[src/rtl/uart_echo_buffer_pkg.sv]
// uart_echo_buffer_pkg: shared definitions for the echo buffer.
// Holds the issue FSM state encoding, ASCII case-fold constants and the fold helper.
package uart_echo_buffer_pkg;

  // Issue FSM states (3-bit encoding)
  typedef enum logic [2:0] {
    ST_IDLE      = 3'd0,
    ST_LOAD      = 3'd1,
    ST_SEND      = 3'd2,
    ST_WAIT_BUSY = 3'd3,
    ST_WAIT_DONE = 3'd4
  } issue_state_e;

  localparam logic [7:0] ASCII_LC_A        = 8'h61;
  localparam logic [7:0] ASCII_LC_Z        = 8'h7A;
  localparam logic [7:0] ASCII_CASE_OFFSET = 8'h20;

  // Lower-case letters become upper case; every other byte passes unchanged.
  function automatic logic [7:0] fold_case(input logic [7:0] b);
    if ((b >= ASCII_LC_A) && (b <= ASCII_LC_Z)) begin
      return b - ASCII_CASE_OFFSET;
    end
    return b;
  endfunction

endpackage

[src/rtl/uart_echo_buffer_byte_fifo.sv]
// byte_fifo: 2**DEPTH_LOG2 x 8 FIFO with synchronous write and registered read.
// A push while full is accepted only when a pop happens in the same cycle.
// A pop while empty is ignored. empty/full are decoded from the occupancy count.
module byte_fifo #(
  parameter int DEPTH_LOG2 = 4
) (
  input  logic                  clk,
  input  logic                  reset_n,
  input  logic                  push,
  input  logic                  pop,
  input  logic [7:0]            din,
  output logic [7:0]            dout,
  output logic [DEPTH_LOG2:0]   count,
  output logic                  empty,
  output logic                  full
);

  localparam int DEPTH = 1 << DEPTH_LOG2;
  localparam logic [DEPTH_LOG2:0]   FULL_COUNT = (DEPTH_LOG2 + 1)'(DEPTH);
  localparam logic [DEPTH_LOG2:0]   CNT_ONE    = (DEPTH_LOG2 + 1)'(1);
  localparam logic [DEPTH_LOG2-1:0] PTR_ONE    = DEPTH_LOG2'(1);

  logic [7:0]            mem_q [DEPTH];
  logic [7:0]            dout_q;
  logic [DEPTH_LOG2-1:0] wr_ptr_q;
  logic [DEPTH_LOG2-1:0] rd_ptr_q;
  logic [DEPTH_LOG2:0]   count_q;
  logic                  wr_en;
  logic                  rd_en;

  assign empty = (count_q == '0);
  assign full  = (count_q == FULL_COUNT);
  assign rd_en = pop & ~empty;
  // When full, the slot being read this cycle frees room for the incoming byte.
  assign wr_en = push & (~full | rd_en);

  // Storage array: no reset so it maps onto block RAM
  always_ff @(posedge clk) begin
    if (wr_en) begin
      mem_q[wr_ptr_q] <= din;
    end
  end

  // Registered read port; on a same-address write the old head value is returned
  always_ff @(posedge clk or negedge reset_n) begin
    if (!reset_n) begin
      dout_q <= '0;
    end else if (rd_en) begin
      dout_q <= mem_q[rd_ptr_q];
    end
  end

  // Pointers wrap naturally at the power-of-two depth; count tracks occupancy
  always_ff @(posedge clk or negedge reset_n) begin
    if (!reset_n) begin
      wr_ptr_q <= '0;
      rd_ptr_q <= '0;
      count_q  <= '0;
    end else begin
      if (wr_en) begin
        wr_ptr_q <= wr_ptr_q + PTR_ONE;
      end
      if (rd_en) begin
        rd_ptr_q <= rd_ptr_q + PTR_ONE;
      end
      case ({wr_en, rd_en})
        2'b10:   count_q <= count_q + CNT_ONE;
        2'b01:   count_q <= count_q - CNT_ONE;
        default: count_q <= count_q;
      endcase
    end
  end

  assign dout  = dout_q;
  assign count = count_q;

endmodule

[src/rtl/uart_echo_buffer.sv]
// uart_echo_buffer: elastic byte buffer between uart_receive and uart_transmitter.
// Captures bytes on the rising edge of rx_ready, acknowledges one cycle after the
// write, queues them in byte_fifo and issues them to the transmitter whenever it is idle.
// Optional feature macro CASE_FOLD_EN: when defined, 'a'..'z' are stored as upper case.
module uart_echo_buffer
  import uart_echo_buffer_pkg::*;
#(
  parameter int DEPTH_LOG2   = 4,
  parameter int BUSY_TIMEOUT = 16
) (
  input  logic                  clk,
  input  logic                  reset_n,
  input  logic [7:0]            rx_data,
  input  logic                  rx_ready,
  output logic                  rx_reset_ready,
  output logic [7:0]            tx_data,
  output logic                  tx_send,
  input  logic                  tx_busy,
  output logic [DEPTH_LOG2:0]   fifo_count,
  output logic                  empty,
  output logic                  full,
  output logic                  overflow
);

  localparam int TIMER_W = (BUSY_TIMEOUT > 1) ? $clog2(BUSY_TIMEOUT) : 1;
  localparam logic [TIMER_W-1:0] TIMER_LAST = TIMER_W'(BUSY_TIMEOUT - 1);
  localparam logic [TIMER_W-1:0] TIMER_ONE  = TIMER_W'(1);

  logic                rx_ready_q;
  logic                ack_pend_q;
  logic                rx_reset_ready_q;
  logic                overflow_q;
  logic                overflow_d;
  logic                tx_send_q;
  issue_state_e        state_q;
  logic [TIMER_W-1:0]  timer_q;

  logic                push;
  logic                pop;
  logic [7:0]          store_byte;
  logic [7:0]          fifo_dout;
  logic [DEPTH_LOG2:0] fifo_cnt;
  logic                fifo_empty;
  logic                fifo_full;

  // A byte is taken only on the low-to-high transition of the ready level.
  assign push = rx_ready & ~rx_ready_q;
  assign pop  = (state_q == ST_LOAD);

`ifdef CASE_FOLD_EN
  assign store_byte = fold_case(rx_data);
`else
  assign store_byte = rx_data;
`endif

  // Dropped bytes only come from a full FIFO that is not draining this cycle.
  assign overflow_d = overflow_q | (push & fifo_full & ~pop);

  // Ready edge detect (starts high so a level already up at reset is ignored) and delayed ack
  always_ff @(posedge clk or negedge reset_n) begin
    if (!reset_n) begin
      rx_ready_q       <= 1'b1;
      ack_pend_q       <= 1'b0;
      rx_reset_ready_q <= 1'b0;
    end else begin
      rx_ready_q       <= rx_ready;
      ack_pend_q       <= push;
      rx_reset_ready_q <= ack_pend_q;
    end
  end

  // Sticky overflow flag, cleared only by reset
  always_ff @(posedge clk or negedge reset_n) begin
    if (!reset_n) begin
      overflow_q <= 1'b0;
    end else begin
      overflow_q <= overflow_d;
    end
  end

  // Issue FSM: pop head, strobe send, then wait for the transmitter busy cycle
  always_ff @(posedge clk or negedge reset_n) begin
    if (!reset_n) begin
      state_q   <= ST_IDLE;
      timer_q   <= '0;
      tx_send_q <= 1'b0;
    end else begin
      tx_send_q <= 1'b0;
      unique case (state_q)
        ST_IDLE: begin
          if (!fifo_empty && !tx_busy) begin
            state_q <= ST_LOAD;
          end
        end
        ST_LOAD: begin
          state_q   <= ST_SEND;
          tx_send_q <= 1'b1;
        end
        ST_SEND: begin
          state_q <= ST_WAIT_BUSY;
          timer_q <= '0;
        end
        ST_WAIT_BUSY: begin
          // A transmitter that never goes busy costs this byte, not the queue.
          if (tx_busy) begin
            state_q <= ST_WAIT_DONE;
          end else if (timer_q == TIMER_LAST) begin
            state_q <= ST_IDLE;
          end else begin
            timer_q <= timer_q + TIMER_ONE;
          end
        end
        ST_WAIT_DONE: begin
          if (!tx_busy) begin
            state_q <= ST_IDLE;
          end
        end
        default: begin
          state_q <= ST_IDLE;
        end
      endcase
    end
  end

  byte_fifo #(
    .DEPTH_LOG2 (DEPTH_LOG2)
  ) u_fifo (
    .clk     (clk),
    .reset_n (reset_n),
    .push    (push),
    .pop     (pop),
    .din     (store_byte),
    .dout    (fifo_dout),
    .count   (fifo_cnt),
    .empty   (fifo_empty),
    .full    (fifo_full)
  );

  // The FIFO read register only changes on a LOAD pop, so it holds tx_data steady.
  assign tx_data        = fifo_dout;
  assign tx_send        = tx_send_q;
  assign rx_reset_ready = rx_reset_ready_q;
  assign fifo_count     = fifo_cnt;
  assign empty          = fifo_empty;
  assign full           = fifo_full;
  assign overflow       = overflow_q;

endmodule

[config.mk]
export PLATFORM = sky130hd
export DESIGN_NAME = uart_echo_buffer
export DESIGN_NICKNAME = d
export VERILOG_FILES = /design/src/rtl/uart_echo_buffer_pkg.sv /design/src/rtl/uart_echo_buffer_byte_fifo.sv /design/src/rtl/uart_echo_buffer.sv
export SDC_FILE = /design/constraint.sdc
export NUM_CORES = 1
export LEC_CHECK = 0
export ABC_CLOCK_PERIOD_IN_PS = 3700
export BUFFER_PORTS_ARGS = -buffer_cell sky130_fd_sc_hd__clkbuf_2
export CAP_MARGIN = 25
export CORE_UTILIZATION = 25
export CTS_BUF_LIST = sky130_fd_sc_hd__clkbuf_4
export CTS_CLUSTER_SIZE = 16
export DETAILED_ROUTE_END_ITERATION = 16
export PLACE_DENSITY = 0.44
export SYNTH_ARGS = -nofsm -noshare
export SYNTH_HDL_FRONTEND = slang
export SYNTH_SLANG_ARGS = --single-unit
[constraint.sdc]
create_clock -name clk -period 3.7 [get_ports clk]
set_input_delay 0.185 -clock clk [delete_from_list [all_inputs] [get_ports clk]]
set_output_delay 0.185 -clock clk [all_outputs]
set_load 0.01 [all_outputs]
==> After elaboration in Yosys (flattened, before gate mapping) <==
Memories as Yosys holds them, arrays and structs flattened. A register that Yosys moved wholly into a read port is not among the register bits.
Index checks and enable logic that the tools add are counted.
{ "totals": {"n_memories": 1, "reg_bits": 25, "output_inout_bits": 18, "ramBits": 128} }
{ "op_classes": {"addsub": 5, "n_eq_ne": 13, "muxes": 12, "n_reduce_logical": 10, "bitwise": 11} }
{ "memory_table": {"columns": ["memory", "depth", "width", "read_ports", "rd_clocked_by_memory_dff", "wr", "line", "rtl"], "rows": [
  ["u_fifo.mem_q", 16, 8, 1, 1, 1, "uart_echo_buffer_byte_fifo.sv:23", "logic [7:0] mem_q [DEPTH];"]
]} }
{ "op_table": {"columns": ["cell", "n"], "rows": [
  ["3-bit case mux with 5 select lines", 1],
  ["4-bit by 1-bit adder with 4-bit output, second input constant", 3],
  ["3-bit two-way mux", 4],
  ["5-bit case mux with 2 select lines", 1],
  ["4-bit two-way mux", 2],
  ["2-bit inequality test, second input constant", 4],
  ["4-bit case mux with 2 select lines", 1],
  ["3-bit by 2-bit == test with 1-bit output, second input constant", 2],
  ["3-bit AND reduction", 2],
  ["5-bit by 1-bit adder with 5-bit output, second input constant", 1],
  ["1-bit AND", 5],
  ["5-bit == test, second input constant", 1],
  ["5-bit zero test", 1],
  ["5-bit by 1-bit subtractor with 5-bit output, second input constant", 1],
  ["4-bit == test, second input constant", 1],
  ["1-bit NOT", 4],
  ["2-bit nonzero test", 2],
  ["3-bit by 1-bit == test with 1-bit output, second input constant", 1],
  ["3-bit == test, second input constant", 1],
  ["1-bit zero test", 3],
  ["3-bit zero test", 1],
  ["1-bit two-way mux", 3],
  ["3-bit inequality test, second input constant", 1],
  ["2-bit by 1-bit == test with 1-bit output, second input constant", 1],
  ["3 further kinds", 4]
]} }

==> Depth between registers and ports, before layout <==
{ "depth": {"word_depth": 7, "depth_mapped": 14, "ltp_nobuf": 12} }

==> Hierarchy <==
A second synthesis with hierarchy kept.
{ "hier_totals": {"cells_unflattened": 355, "hier_area_um2": 6586.3} }
{ "by_module_without_submodules": {"columns": ["module", "seq_area_each_um2", "n_inst", "area_per_inst_um2", "cells_per_inst"], "rows": [
  ["byte_fifo", 4369.2, 1, 6028.3, 308],
  ["uart_echo_buffer", 301.5, 1, 558.0, 47]
]} }

==> Worst setup path after synthesis <==
Ideal clock, no wire load.
{ "synth_timing": {"kind": "register to register", "from": "register u_fifo.count_q[2], in the netlist u_fifo.count[2]", "to": "register u_fifo.count_q[4], in the netlist u_fifo.count[4]", "slack_ps": 668, "path_stages_with_launch": 14, "t_arrival_ps": 2926, "period_less_slack_ps": 3032, "setup_ps": 105, "cell_sequence": "dfrtp_1 > buf_6 > or4_4 > o31a_1 > buf_6 > inv_1 > ha_1 > clkbuf_1 > xor2_1 > ha_1 > o211a_1 > o21ai_0 > o41ai_1 > nor4b_1"} }
{ "synth_between": {"elab_chain_len": 7, "elab_cells_between_ends": 13, "classes_between": "add/sub (2); eq/ne (3); mux (1); bitwise (5); reduce/logical (2)"} }
{ "synth_lines": {"columns": ["item", "line", "rtl"], "rows": [
  ["from (decl)", "uart_echo_buffer_byte_fifo.sv:27", "logic [DEPTH_LOG2:0] count_q;"],
  ["from (signal assigned)", "uart_echo_buffer_byte_fifo.sv:67", "2'b10: count_q <= count_q + CNT_ONE;"],
  ["from (signal assigned)", "uart_echo_buffer_byte_fifo.sv:68", "2'b01: count_q <= count_q - CNT_ONE;"],
  ["from (signal assigned)", "uart_echo_buffer_byte_fifo.sv:69", "default: count_q <= count_q;"],
  ["5-bit zero test", "uart_echo_buffer_byte_fifo.sv:31", "assign empty = (count_q == '0);"],
  ["1-bit NOT", "uart_echo_buffer_byte_fifo.sv:33", "assign rd_en = pop & ~empty;"],
  ["1-bit AND", "uart_echo_buffer_byte_fifo.sv:33", null],
  ["1-bit OR", "uart_echo_buffer_byte_fifo.sv:35", "assign wr_en = push & (~full | rd_en);"],
  ["1-bit AND", "uart_echo_buffer_byte_fifo.sv:35", null],
  ["2-bit by 1-bit == test with 1-bit output / 2-bit == test (equally long branches)", "uart_echo_buffer_byte_fifo.sv:66", "case ({wr_en, rd_en})"],
  ["5-bit case mux with 2 select lines / 2-bit nonzero test (equally long branches)", null, null]
]} }
Several ways; a longest one is shown, not always the timed one.
A chain may end at the register's enable or synchronous reset.

==> Worst setup path in the final report <==
{ "layout_timing": {"from": "register u_fifo.count_q[1], in the netlist u_fifo.count[1]", "to": "register u_fifo.count_q[4], in the netlist u_fifo.count[4]"} }
The elaborated chain is that of the path after synthesis.

==> results.py <==
metrics = {
    "status": {
        "status": "finished, final reports clean",
    },
    "route": {
        "wire_per_inst_um": 18.5,
        "drc": 0,
        "via_per_inst": 4.43,
        "dr.first_iter.drc_count": 240,
        "wl_um": 14100,
        "antenna_left": 0,
        "vias": 3377,
        "drt-pass1-iter-count": 6,
    },
    "timing": {
        "period_minus_slack_ps": 3210,
        "hold_viol": 0,
        "setup_ws_ps": 488,
        "min_period_over_period_pct": 86.8,
        "final.setup.tns_ps": 0,
        "worst_pin_slew_ps": 931,
        "fmax_ghz": 0.311,
        "slew_headroom_pct": 37.9,
        "setup_violations": 0,
        "final_max_slew_viol_count": 0,
        "skew_ps": 22.5,
        "rsz0062_at_grt": "false",
    },
    "synthesis": {
        "netlist_instances": 376,
        "syn_area_um2": 6640,
        "synth_nets": 398,
        "synth_cell_types": 47,
        "async_flop_share_pct": 20.5,
        "synth-seq-cells": 161,
        "synth-edff-count": 128,
        "syn_avg_cell_area_um2": 17.6,
        "ys_seq_area_share_pct": 70.4,
        "yosys_most_used_dff": "edfxtp_1",
        "ys_warn_count": 0,
    },
    "floorplan": {
        "start_util_pct": 25.5,
        "ios": 30,
        "die_h_um": 165,
        "die_x_um": 165,
        "rows": 59,
        "dieArea_um2": 27200,
        "coreArea_um2": 26100,
    },
    "final_layout": {
        "utilization_pct": 28.6,
        "drive_above_1_share_pct": 25.5,
        "area_growth_pct": 12.4,
        "diodes": 0,
        "seq_area_um2": 4670,
        "fillers": 2616,
        "layout.nets": 437,
        "multi_input_area_um2": 1800,
    },
    "pwr": {
        "p_leak_nw": 2.56,
        "ir_drop_uv": 282,
        "p_per_area_nw_per_um2": 695,
    },
    "clock_network": {
        "numCtsBuffers": 17,
        "insertion_delay_ps": 560,
        "cts_tree": "done",
        "ctsResizeCount": 0,
        "htreeDepth": 4,
        "clock_sinks": 161,
        "clockRootBuffer": "clkbuf_4",
        "cts.clk_slew.worst_paths_ps": 140,
        "post_cts_buffers": 0,
        "clk_path_buf_depth": 2,
        "hold_buffers": 3,
    },
    "critical_path": {
        "required_ps": 4160,
        "crit_arrival_ps": 3670,
        "worst-path-max-fanout": 10,
        "critPathLaunch": "u_fifo.count[1]$_DFFE_PN0P_",
        "critPathKind": "reg2reg",
        "cp-start-kind": "flip-flop",
        "reg2reg_depth": 10,
        "crit_path_end": "u_fifo.count[4]$_DFFE_PN0P_",
        "timing.rr.start": "u_fifo.count[1]$_DFFE_PN0P_",
        "timing.rr.end": "u_fifo.count[4]$_DFFE_PN0P_",
        "rrSetupSlack_ps": 490,
        "end_kind": "flip-flop",
    },
    "global_routing": {
        "grt_first_pass_wirelength_um": 22000,
        "grt_pass1_vias": 3563,
        "grt-ovfl-total": 0,
        "antenna_found_initial": 0,
        "grt_usage_pct": 11.4,
        "grt_max_degree": 36,
    },
    "place": {
        "gp_congestion": 0.736,
        "dp_slack_ps": 497,
        "io_buffers": 29,
        "dp_hpwl_um": 9050,
    },
    "job": {
        "max-cap-violations": 0,
    },
    "hold_path": {
        "hp-class": "in2reg",
    },
}
[how the worst min path moves through the flow]
| stage | depth (start not counted) | end | startpoint |
|---|---|---|---|
| after floorplan | 0 | ack_pend_q$_DFF_PN0_ | reset_n |
| after global placement | 1 | rx_ready_q$_DFF_PN1_ | rx_ready |
| after detailed placement | 1 | rx_ready_q$_DFF_PN1_ | rx_ready |
| after CTS | 1 | u_fifo.mem_q[9][1]$_DFFE_PP_ | rx_data[1] |
| after global routing | 1 | u_fifo.mem_q[12][5]$_DFFE_PP_ | rx_data[5] |
| final | 1 | u_fifo.mem_q[9][1]$_DFFE_PP_ | rx_data[1] |
[cell families (layout without fill, tap and decap cells)]
family | Yosys count | in the layout | share of synthesized area (%)
muxes | 41 | 41 | 12.2
AOI/OAI and AO/OA | 53 | 53 | 5.70
and+or+nand+nor | 69 | 69 | 6.03
buffers and inverters | 32 | 84 | 2.43
xor gates and xnor gates | 10 | 10 | 1.32
adders and majority gates | 10 | 10 | 1.89
DFF | 161 | 161 | 70.4
[synthesized netlist by cell type, types with 2 or more instances]
library cell  instances  share of area (%)
nor2_1               11               0.62
buf_6                 4               0.68
or3_1                 2               0.19
nor2b_1              12                1.1
a31o_2                2               0.26
o41ai_1               2               0.26
nand2_1              13               0.74
xnor2_1               7               0.92
nand3_1               2               0.15
nand3b_1              3               0.34
mux2i_1               8                1.2
ha_1                 10                1.9
nand4_1               2               0.19
nand2b_1              3               0.28
buf_4                 2               0.23
a211o_1               8                1.1
inv_1                13               0.74
dfrtp_1              32                 12
and2_1               13                1.2
edfxtp_1            128                 58
clkbuf_1              9               0.51
xor2_1                3               0.40
mux4_2               32                 11
o21ai_0               9               0.68
buf_2                 3               0.23
a22o_1                9                1.2
a21oi_1              14                1.1
[critical path, stage by stage, from the launching register on]
cell,delay [ps]
dfrtp_1,490
or4_4,600
o31a_1,420
inv_1,120
ha_1,380
xor2_1,120
ha_1,230
nor2b_1,130
o21ai_0,240
a21oi_1,100
nor4b_1,300
[layout by cell type, fill, tap and decap left out, types with 3 or more instances in the layout]
cell           Yosys  final
xnor2_1            7      7
a21oi_1           14     14
clkinvlp_4         0      3
dlygate4sd3_1      0      3
nor2b_1           12     12
nor2_1            11     11
nand2b_1           3      3
nand3b_1           3      3
o21ai_0            9      9
clkbuf_2           0     29
a22o_1             9      9
buf_4              2      7
edfxtp_1         128    128
nand2_1           13     13
dfrtp_1           32     30
mux4_2            32     32
and2_1            13     13
ha_1              10     10
clkbuf_4           0     20
inv_1             13     13
a211o_1            8      8
xor2_1             3      3
mux2i_1            8      8
[layout make-up]
class                      instances  area share [%]
clock buffer                      20            2.01
clock inverter                    12            1.78
inverter                          13           0.655
multi-input combinational        183            24.2
sequential                       161            62.7
tap                              335            5.62
timing repair buffer              39            3.05
[metal layers]
metal | track usage [%] | share of wire [%] | routed length, um | up-vias
met5 | 0 | 0 | 0 | -
met4 | 3.96 | 1.3 | 188 | 0
met3 | 2.81 | 4.1 | 574 | 20
met2 | 17.8 | 46 | 6520 | 65
met1 | 15.2 | 48 | 6800 | 1745
li1 | - | - | - | 1547
[power by group]
group	leakage, nW	switching (mW)	internal (mW)
sequential	1.56	0.251	2.18
clock	0.143	0.633	0.426
combinational	0.860	0.880	0.804
total	2.56	1.76	3.41
[state kept, by name, indices dropped and copies added (netlist names)]
signal	count
u_fifo.count	5
timer_q	4
tx_send	1
ack_pend_q	1
rx_ready_q	1
overflow	1
u_fifo.mem_q	128
u_fifo.rd_ptr_q	4
state_q	3
u_fifo.dout	8
rx_reset_ready	1
u_fifo.wr_ptr_q	4
[metrics by stage]
step / hold WS, ps / total power [mW] / area [um^2] / instances
floorplan: -111 / 3.69 / 6640 / 376
global placement: 286 / 4.17 / 7140 / 728
detailed placement: 291 / 4.19 / 7140 / 728
CTS: 10.0 / 5.26 / 7450 / 763
global route: 34.5 / 5.52 / 7450 / 763
finish: 46.5 / 5.18 / 7450 / 763
No activity file was read; power rests on OpenSTA's default activity.
